`src/rtl/tpg_multi.sv`:
```
// Multi-pattern video test pattern generator with programmable sync/active timing.
// All configuration is shadowed at frame start, so inputs may change freely mid-frame.
module tpg_multi #(
  parameter int PW      = 8,
  parameter int H_BITS  = 12,
  parameter int V_BITS  = 12,
  parameter int FC_BITS = 16
) (
  input  logic               clk,
  input  logic               rst,
  input  logic               en,
  input  logic [2:0]         mode,
  input  logic [3*PW-1:0]    solid_rgb,
  input  logic [H_BITS-1:0]  bar_w,
  input  logic [3:0]         ck_shift,
  input  logic [H_BITS-1:0]  tHS_START,
  input  logic [H_BITS-1:0]  tHS_END,
  input  logic [H_BITS-1:0]  tHACT_START,
  input  logic [H_BITS-1:0]  tHACT_END,
  input  logic [H_BITS-1:0]  tH_END,
  input  logic [V_BITS-1:0]  tVS_START,
  input  logic [V_BITS-1:0]  tVS_END,
  input  logic [V_BITS-1:0]  tVACT_START,
  input  logic [V_BITS-1:0]  tVACT_END,
  input  logic [V_BITS-1:0]  tV_END,
  output logic               hs,
  output logic               vs,
  output logic               de,
  output logic               sof,
  output logic               eol,
  output logic [3*PW-1:0]    rgb,
  output logic [FC_BITS-1:0] frame_cnt,
  output logic               busy
);

  localparam logic [H_BITS-1:0]  H_ONE = {{(H_BITS-1){1'b0}}, 1'b1};
  localparam logic [V_BITS-1:0]  V_ONE = {{(V_BITS-1){1'b0}}, 1'b1};
  localparam logic [PW-1:0]      P_ONE = {{(PW-1){1'b0}}, 1'b1};
  localparam logic [FC_BITS-1:0] F_ONE = {{(FC_BITS-1){1'b0}}, 1'b1};

  typedef enum logic {IDLE, RUN} state_t;
  state_t state_reg;

  logic [H_BITS-1:0] x_reg, bar_pc_reg;
  logic [V_BITS-1:0] y_reg;
  logic [PW-1:0]     cnt_reg;
  logic [2:0]        bar_reg;

  logic [H_BITS-1:0] hs_start_reg, hs_end_reg, hact_start_reg, hact_end_reg, h_end_reg, bar_w_reg;
  logic [V_BITS-1:0] vs_start_reg, vs_end_reg, vact_start_reg, vact_end_reg, v_end_reg;
  logic [2:0]        mode_reg;
  logic [3*PW-1:0]   solid_reg;
  logic [3:0]        ck_shift_reg;

  logic [H_BITS-1:0] h_last, hact_last, xa, xs, bar_len, bar_pc_cur, bar_pc_inc, bar_pc_next;
  logic [V_BITS-1:0] v_last, ya, ys;
  logic              h_wrap, v_wrap, frame_end, latch_cfg;
  logic              hs_next, vs_next, de_next, sof_next, eol_next, ck_dark;
  logic [2:0]        bar_cur, bar_next, bar_mask;
  logic [3*PW-1:0]   legacy_rgb, bar_rgb, pix, rgb_next;

  // A zero end value makes the "-1" wrap to all-ones, giving the full counter range.
  assign h_last    = h_end_reg - H_ONE;
  assign v_last    = v_end_reg - V_ONE;
  assign hact_last = hact_end_reg - H_ONE;
  assign h_wrap    = (x_reg == h_last);
  assign v_wrap    = (y_reg == v_last);
  assign frame_end = h_wrap && v_wrap;
  assign latch_cfg = en && ((state_reg == IDLE) || frame_end);

  assign xa = x_reg - hact_start_reg;
  assign ya = y_reg - vact_start_reg;
  assign xs = xa >> ck_shift_reg;
  assign ys = ya >> ck_shift_reg;

  assign hs_next  = (x_reg >= hs_start_reg) && (x_reg < hs_end_reg);
  assign vs_next  = (y_reg >= vs_start_reg) && (y_reg < vs_end_reg);
  assign de_next  = (x_reg >= hact_start_reg) && (x_reg < hact_end_reg) &&
                    (y_reg >= vact_start_reg) && (y_reg < vact_end_reg);
  assign sof_next = de_next && (xa == '0) && (ya == '0);
  assign eol_next = de_next && (x_reg == hact_last);
  assign ck_dark  = xs[0] ^ ys[0];

  // Bar state restarts on the first active pixel of each line.
  assign bar_len     = (bar_w_reg == '0) ? H_ONE : bar_w_reg;
  assign bar_cur     = (xa == '0) ? 3'd0 : bar_reg;
  assign bar_pc_cur  = (xa == '0) ? '0 : bar_pc_reg;
  assign bar_pc_inc  = bar_pc_cur + H_ONE;
  assign bar_pc_next = (bar_pc_inc >= bar_len) ? '0 : bar_pc_inc;
  assign bar_next    = (bar_pc_inc < bar_len || bar_cur == 3'd7) ? bar_cur : bar_cur + 3'd1;

  always_comb begin
    bar_mask = 3'b000;
    case (bar_cur)
      3'd0: bar_mask = 3'b111;
      3'd1: bar_mask = 3'b110;
      3'd2: bar_mask = 3'b011;
      3'd3: bar_mask = 3'b010;
      3'd4: bar_mask = 3'b101;
      3'd5: bar_mask = 3'b100;
      3'd6: bar_mask = 3'b001;
      default: bar_mask = 3'b000;
    endcase
  end

  // Component gi = 0 is B (LSBs), 2 is R.
  for (genvar gi = 0; gi < 3; gi++) begin : g_comp
    assign legacy_rgb[gi*PW +: PW] = cnt_reg;
    assign bar_rgb[gi*PW +: PW]    = {PW{bar_mask[gi]}};
  end

  always_comb begin
    pix = solid_reg;
    case (mode_reg)
      3'd0: pix = legacy_rgb;
      3'd1: pix = {xa[PW-1:0], ya[PW-1:0], frame_cnt[PW-1:0]};
      3'd2: pix = bar_rgb;
      3'd3: pix = ck_dark ? solid_reg : '1;
      default: pix = solid_reg;
    endcase
    rgb_next = de_next ? pix : '0;
  end

  always_ff @(posedge clk) begin
    if (rst) begin
      hs_start_reg <= '0; hs_end_reg <= '0; hact_start_reg <= '0; hact_end_reg <= '0;
      h_end_reg    <= '0; vs_start_reg <= '0; vs_end_reg <= '0; vact_start_reg <= '0;
      vact_end_reg <= '0; v_end_reg <= '0; mode_reg <= '0; solid_reg <= '0;
      bar_w_reg    <= '0; ck_shift_reg <= '0;
    end else if (latch_cfg) begin
      hs_start_reg <= tHS_START;   hs_end_reg <= tHS_END;
      hact_start_reg <= tHACT_START; hact_end_reg <= tHACT_END; h_end_reg <= tH_END;
      vs_start_reg <= tVS_START;   vs_end_reg <= tVS_END;
      vact_start_reg <= tVACT_START; vact_end_reg <= tVACT_END; v_end_reg <= tV_END;
      mode_reg <= mode; solid_reg <= solid_rgb; bar_w_reg <= bar_w; ck_shift_reg <= ck_shift;
    end
  end

  always_ff @(posedge clk) begin
    if (rst) begin
      state_reg <= IDLE;
      x_reg <= '0; y_reg <= '0; cnt_reg <= '0; bar_reg <= '0; bar_pc_reg <= '0;
      hs <= 1'b0; vs <= 1'b0; de <= 1'b0; sof <= 1'b0; eol <= 1'b0;
      rgb <= '0; frame_cnt <= '0; busy <= 1'b0;
    end else begin
      case (state_reg)
        IDLE: begin
          hs <= 1'b0; vs <= 1'b0; de <= 1'b0; sof <= 1'b0; eol <= 1'b0;
          rgb <= '0; busy <= 1'b0;
          if (en) begin
            state_reg <= RUN;
            x_reg <= '0;
            y_reg <= '0;
          end
        end
        default: begin
          hs <= hs_next; vs <= vs_next; de <= de_next; sof <= sof_next; eol <= eol_next;
          rgb <= rgb_next; busy <= 1'b1;
          if (de_next) begin
            cnt_reg    <= cnt_reg + P_ONE;
            bar_reg    <= bar_next;
            bar_pc_reg <= bar_pc_next;
          end
          if (h_wrap) begin
            x_reg <= '0;
            if (v_wrap) begin
              y_reg     <= '0;
              frame_cnt <= frame_cnt + F_ONE;
              if (!en) state_reg <= IDLE;
            end else begin
              y_reg <= y_reg + V_ONE;
            end
          end else begin
            x_reg <= x_reg + H_ONE;
          end
        end
      endcase
    end
  end

endmodule

```
`config.mk`:
```
export PLATFORM = sky130hd
export DESIGN_NAME = tpg_multi
export DESIGN_NICKNAME = d
export VERILOG_FILES = /design/src/rtl/tpg_multi.sv
export SDC_FILE = /design/constraint.sdc
export NUM_CORES = 1
export LEC_CHECK = 0
export CORE_MARGIN = 3
export CORE_UTILIZATION = 65
export CTS_BUF_LIST = sky130_fd_sc_hd__clkbuf_8 sky130_fd_sc_hd__clkbuf_16
export DETAILED_ROUTE_END_ITERATION = 10
export DONT_BUFFER_PORTS = 1
export PLACE_DENSITY = 0.79
export SLEW_MARGIN = 20
export SYNTH_ARGS = -nofsm -noshare
export SYNTH_HDL_FRONTEND = slang
export SYNTH_SLANG_ARGS = --single-unit
```
`constraint.sdc`:
```
create_clock -name clk -period 7.6 [get_ports clk]
set_clock_uncertainty 0.2 [all_clocks]
set_input_delay 0.76 -clock clk [delete_from_list [all_inputs] [get_ports clk]]
set_output_delay 0.76 -clock clk [all_outputs]
set_load 0.02 [all_outputs]
```
# Yosys cells after proc, flatten, opt, wreduce, memory -nomap -nowiden
# Cells that the tools add are included.
# op_classes
magnitude_cmp	10
addsub	11
n_reduce_logical	23
shifts	2
muxes	19
n_eq_ne	14
n_bitwise	3
# ops
op	count
12-bit 2-to-1 mux	9
24-bit case mux with 4 select lines	1
12-bit >= comparator	5
12-bit < comparator	5
12-bit by 1-bit adder with 12-bit output, second input constant	3
12-bit == test	3
12-bit logical NOT	3
12-bit by 1-bit subtractor with 12-bit output, second input constant	3
24-bit 2-to-1 mux	1
12-bit by 4-bit right shift with 1-bit output	2
12-bit subtractor	2
3-bit case mux with 7 select lines	1
16-bit by 1-bit adder with 16-bit output, second input constant	1
3-bit by 2-bit == test with 1-bit output, second input constant	4
3-bit == test, second input constant	4
1-bit logical AND	10
8-bit by 1-bit adder with 8-bit output, second input constant	1
3-bit by 1-bit == test with 1-bit output, second input constant	2
3-bit logical NOT	2
3-bit 2-to-1 mux	2
1-bit 2-to-1 mux	5
2-bit AND reduction	2
3-bit by 1-bit adder with 3-bit output, second input constant	1
3-bit AND reduction	1
7 further kinds	9
# totals
output_inout_bits	46
regBits	257

# Depth between registers and ports, before layout
# depth
ltp_word	7
depth_mapped	25

# Least setup slack after synthesis
# No wires, ideal clock.
# synth_timing
path_type	reg2reg
startpoint	register x_reg[0]
endpoint	register bar_pc_reg[2]
path_buffers	1
synth_period_minus_slack_ps	5921
stages_incl_launch_ff	24
arrival_time_ps	5651
setup_slack_ps	1679
path_cell_list	dfxtp_1 inv_1 ha_1 fa_1 nor2b_1 o21a_1 o41a_1 nor2_1 or4_4 nor4b_4 clkbuf_1 nor2b_1 ha_1 and3_1 xnor2_1 nor2_1 ha_1 a21o_1 a21oi_1 nor2_1 a2111oi_0 o31ai_1 or3b_2 a21oi_1
# synth_via
elab_chain_len	6
elab_cells_between_ends	12
classes_between	add/sub: 2; order compare: 3; mux: 2; reduce/logical: 5
# synth_lines
item	line	rtl
start, declared	44	logic [H_BITS-1:0] x_reg, bar_pc_reg;
start signal, assigned	174	x_reg <= x_reg + H_ONE;
12-bit subtractor	71	assign xa = x_reg - hact_start_reg;
12-bit logical NOT	87	assign bar_pc_cur = (xa == '0) ? '0 : bar_pc_reg;
12-bit 2-to-1 mux	87	
12-bit by 1-bit adder with 12-bit output	88	assign bar_pc_inc = bar_pc_cur + H_ONE;
12-bit >= comparator	89	assign bar_pc_next = (bar_pc_inc >= bar_len) ? '0 : bar_pc_inc;
12-bit 2-to-1 mux	89	
end signal, assigned	162	bar_pc_reg <= bar_pc_next;
end, declared	44	
# Several ways; a longest one is shown, not always the timed one.
# A chain may end at the register's enable or synchronous reset.

# Worst setup path after layout
# layout_timing
startpoint	register x_reg[0]
endpoint	register bar_pc_reg[7]
# Same word-level chain as after synthesis.

==> summary.md <==
| Metric | Value |
|---|---|
| Status | `finished, final reports clean` |
| Clock sink count | `257` |
| P per Cell Area | `213 nW/um^2` |
| Cell Rows | `54` |
| Setup repair bufs after CTS | `0` |
| First-pass GRT wire length | `62000 um` |
| Gr usage total | `30.1%` |
| Largest net degree at the start of global routing | `217` |
| Detail Placement HPWL | `28100 um` |
| TritonRoute pass-1 iters | `5` |
| Wire per inst | `17.8 um` |
| Max-cap violations | `0` |
| Design Power | `0.00340 W` |
| Netlist Area Pre-Place | `15000 um^2` |
| Setup Crit Path Kind | `reg2reg` |
| PostCTS Resize Cnt | `0` |
| Syn Area/Cell | `7.65 um^2` |
| CP top delay family | `simple AND/OR/NAND/NOR gates` |
| Wirelength, routed | `39000 um` |
| Post-synth top flop | `dfxtp_1` |
| Crit path buffers/inverters | `2` |
| Final setup vio count | `0` |
| M1 WL | `16600 um` |
| Crit-path most repeated cell | `nor2_1` |
| CP Capture Type | `register` |
| Reg area | `5140 um^2` |
| Filler cells | `1838` |
| Die ar. | `24900 um^2` |
| Max clock buf depth | `3` |
| TNS Setup | `0 ns` |
| Share of cells above drive strength 1 | `4.55%` |
| Final net count | `2173` |
| Slowest stage delay, CP | `0.73 ns` |
| Final GP Congestion | `0.941` |
| RSZ-0062 raised after global routing | `no` |
| Synth Net Count | `2239` |
| Worst-path clk slew | `0.06 ns` |
| # IOs | `212` |
| Core Footprint | `22200 um^2` |
| Slew Viols, Final | `0` |
| Post-route ant nets | `0` |
| Multi-input gate area | `8870 um^2` |
| Clock root cell | `clkbuf_16` |
| Critical Path Start Type | `register` |
| Synth Instances | `1956` |
| Die Wd | `158 um` |
| WL met3 | `2660 um` |
| CP required | `7.89 ns` |
| Total grt overflow | `0` |
| TritonCTS Buffers | `28` |
| Initial antenna violation count | `0` |
| Synth unique cells | `87` |
| Worst path cell trace | `inv_1 -> ha_1 -> fa_1 -> nor2b_1 -> o21a_1 -> o41a_1 -> nor2_1 -> or4_4 -> nor4b_4 -> buf_4 -> nor2b_1 -> ha_1 -> and3_1 -> xnor2_1 -> nor2_1 -> ha_1 -> a21o_1 -> a21oi_1 -> nor2_1 -> a2111oi_0 -> o31ai_1 -> nor2_1 -> a22oi_1 -> nor2_1` |
| Max_slew headroom | `32.8%` |
| H-tree lvl count | `1` |
| Async S/R FF share, synth | `0%` |
| FMAX | `0.150 GHz` |
| Yosys warns | `0` |
| Highest-delay cell along the critical path | `a2111oi_0` |
| Worst Path Arrival | `6.97 ns` |
| Crit path time final | `6.67 ns` |
| I/O Buffers | `0` |
| Initial Util | `67.3%` |
| Fin crit share | `87.8%` |
| DRT iter0 DRCs | `961` |
| P_leak | `6.39 nW` |
| CTS tree | `built` |
| DR top layer | `met4` |
| Die Y | `158 um` |
| Residual DRC count | `0` |
| Worst slew pin tran | `1.01 ns` |
| Worst Path Max Fanout | `18` |
| Sequential share of the synthesized area | `34.4%` |
| Yosys reg bits | `257` |
| N_diodes | `0` |
| Worst skew pair latency | `0.56 ns` |
| Peak supply drop | `0.192 mV` |
| Number of synthesized flops with an enable pin | `0` |
| Vias in the first global route | `12600` |
| Area grow syn2layout | `6.66%` |
| Met2 routed WL | `18600 um` |
| Routed via count | `13500` |
| Min-delay worst type | `in2reg` |
| Final hold vios | `0` |
| DR vias/cell | `6.14` |
| Cts hold-fix bufs | `0` |
## cells in the final DEF (no fill, tap or decap), types with 14 or more instances in the layout
cell type | synthesis | layout
o21ai_0 | 47 | 47
inv_1 | 129 | 131
nand2_1 | 405 | 404
nor4_1 | 15 | 15
a21o_1 | 25 | 25
a22oi_1 | 14 | 14
nor3_1 | 35 | 34
ha_1 | 115 | 115
nand4_1 | 18 | 18
dfxtp_1 | 257 | 257
nor2b_1 | 20 | 20
clkbuf_16 | 0 | 28
a21oi_1 | 226 | 226
nor2_1 | 129 | 129
xnor2_1 | 40 | 40
nand3_1 | 41 | 41
and3_1 | 22 | 22
nand2b_1 | 20 | 20
xor2_1 | 49 | 49
## per-layer routing
layer  vias up  GRT usage [%]
li1       6607              -
met1      6326           39.5
met2       455           50.5
met3        76           5.22
met4         0           9.83
met5         -              0
## worst reg2reg max path: cells and delay by family (launching register included)
kind | cells | cell delay [ns]
AOI/OAI and AO/OA | 7 | 1.93
xor gates and xnor gates | 1 | 0.13
adders and majority gates | 4 | 1.19
buffers and inverters | 2 | 0.45
DFF | 1 | 0.42
and+or+nand+nor | 10 | 2.26
## cells in the mapped netlist, types with 4 or more instances
master	number	share of area, %
a2111oi_0	10	0.59
o41ai_1	5	0.29
or3_1	9	0.38
buf_4	10	0.50
or4_1	7	0.35
nor3_1	35	1.2
clkbuf_1	71	1.8
or2_2	4	0.17
o2111ai_1	7	0.41
xor2_1	49	2.9
o21ai_1	11	0.37
a21oi_1	226	7.6
o21bai_1	4	0.20
xnor2_1	40	2.3
a211oi_1	12	0.60
nand3_1	41	1.4
nand2_1	405	10
o22ai_1	11	0.46
nor4_1	15	0.63
o31ai_1	13	0.65
a211o_1	7	0.41
inv_1	129	3.2
o211ai_1	12	0.60
o21ai_0	47	1.6
nor2b_1	20	0.84
ha_1	115	9.6
a22oi_1	14	0.70
a21boi_0	7	0.35
a31oi_1	8	0.33
nor2_1	129	3.2
nand2b_1	20	0.84
and2_1	8	0.33
and3_1	22	0.92
o31a_1	7	0.41
mux2i_1	10	0.67
buf_2	23	0.77
nand3b_1	5	0.25
dfxtp_1	257	34
o221ai_1	10	0.59
a21o_1	25	1.3
o21a_1	12	0.60
nand4_1	18	0.75
## cell families (layout without fill, tap and decap cells)
kind of cell | count (synthesis) | after routing | synth area share [%]
AND/OR/NAND/NOR | 763 | 763 | 23.0
XOR/XNOR | 90 | 90 | 5.32
multiplexers | 12 | 12 | 0.820
AO/OA/AOI/OAI | 479 | 479 | 20.2
adder cells (fa/ha/maj) | 117 | 117 | 9.88
buffers and inverters | 238 | 194 | 6.42
flip-flops | 257 | 257 | 34.4
## worst paths after layout
path / slack, ns / end / startpoint / cells after the start
worst max register to register: 0.93 / bar_pc_reg[7] / x_reg[0] / 24
worst min-delay path: 0.07 / bar_w_reg[0] / rst / 1
worst max-delay path: 0.93 / bar_pc_reg[7] / x_reg[0] / 24
worst min register to register: 0.25 / vs_start_reg[7] / vs_start_reg[7] / 2
## per-stage QoR
step | instance area [um^2] | utilization, % | setup WS [ns] | hold slack, ns | instances
after floorplan | 15000 | - | 1.68 | 0.233 | 1956
after global placement | 14900 | 67.1 | 1.17 | 0.238 | 2139
after detailed placement | 14900 | 67.1 | 0.962 | 0.242 | 2139
after CTS | 15900 | 71.6 | 0.950 | 0.0631 | 2191
after global routing | 16000 | 71.8 | 0.553 | 0.0570 | 2192
final | 16000 | 71.8 | 0.925 | 0.0745 | 2192
## where the power goes
group	total, W	switching [W]	leakage (nW)	internal [W]
Sequential	0.00145	0.0000523	2.09	0.00140
Clock	0.00146	0.000587	0.489	0.000870
Combinational	0.000488	0.000293	3.80	0.000195
## area by class of cell
type	instances	share of cell area [%]
Inverter	132	3.10
Tap cell	280	2.20
Multi-Input combinational cell	1461	55.6
Clock inverter	22	1.71
Timing Repair Buffer	10	0.596
Sequential cell	257	32.2
Clock buffer	30	4.56
Power figures use the tool's default switching activity.
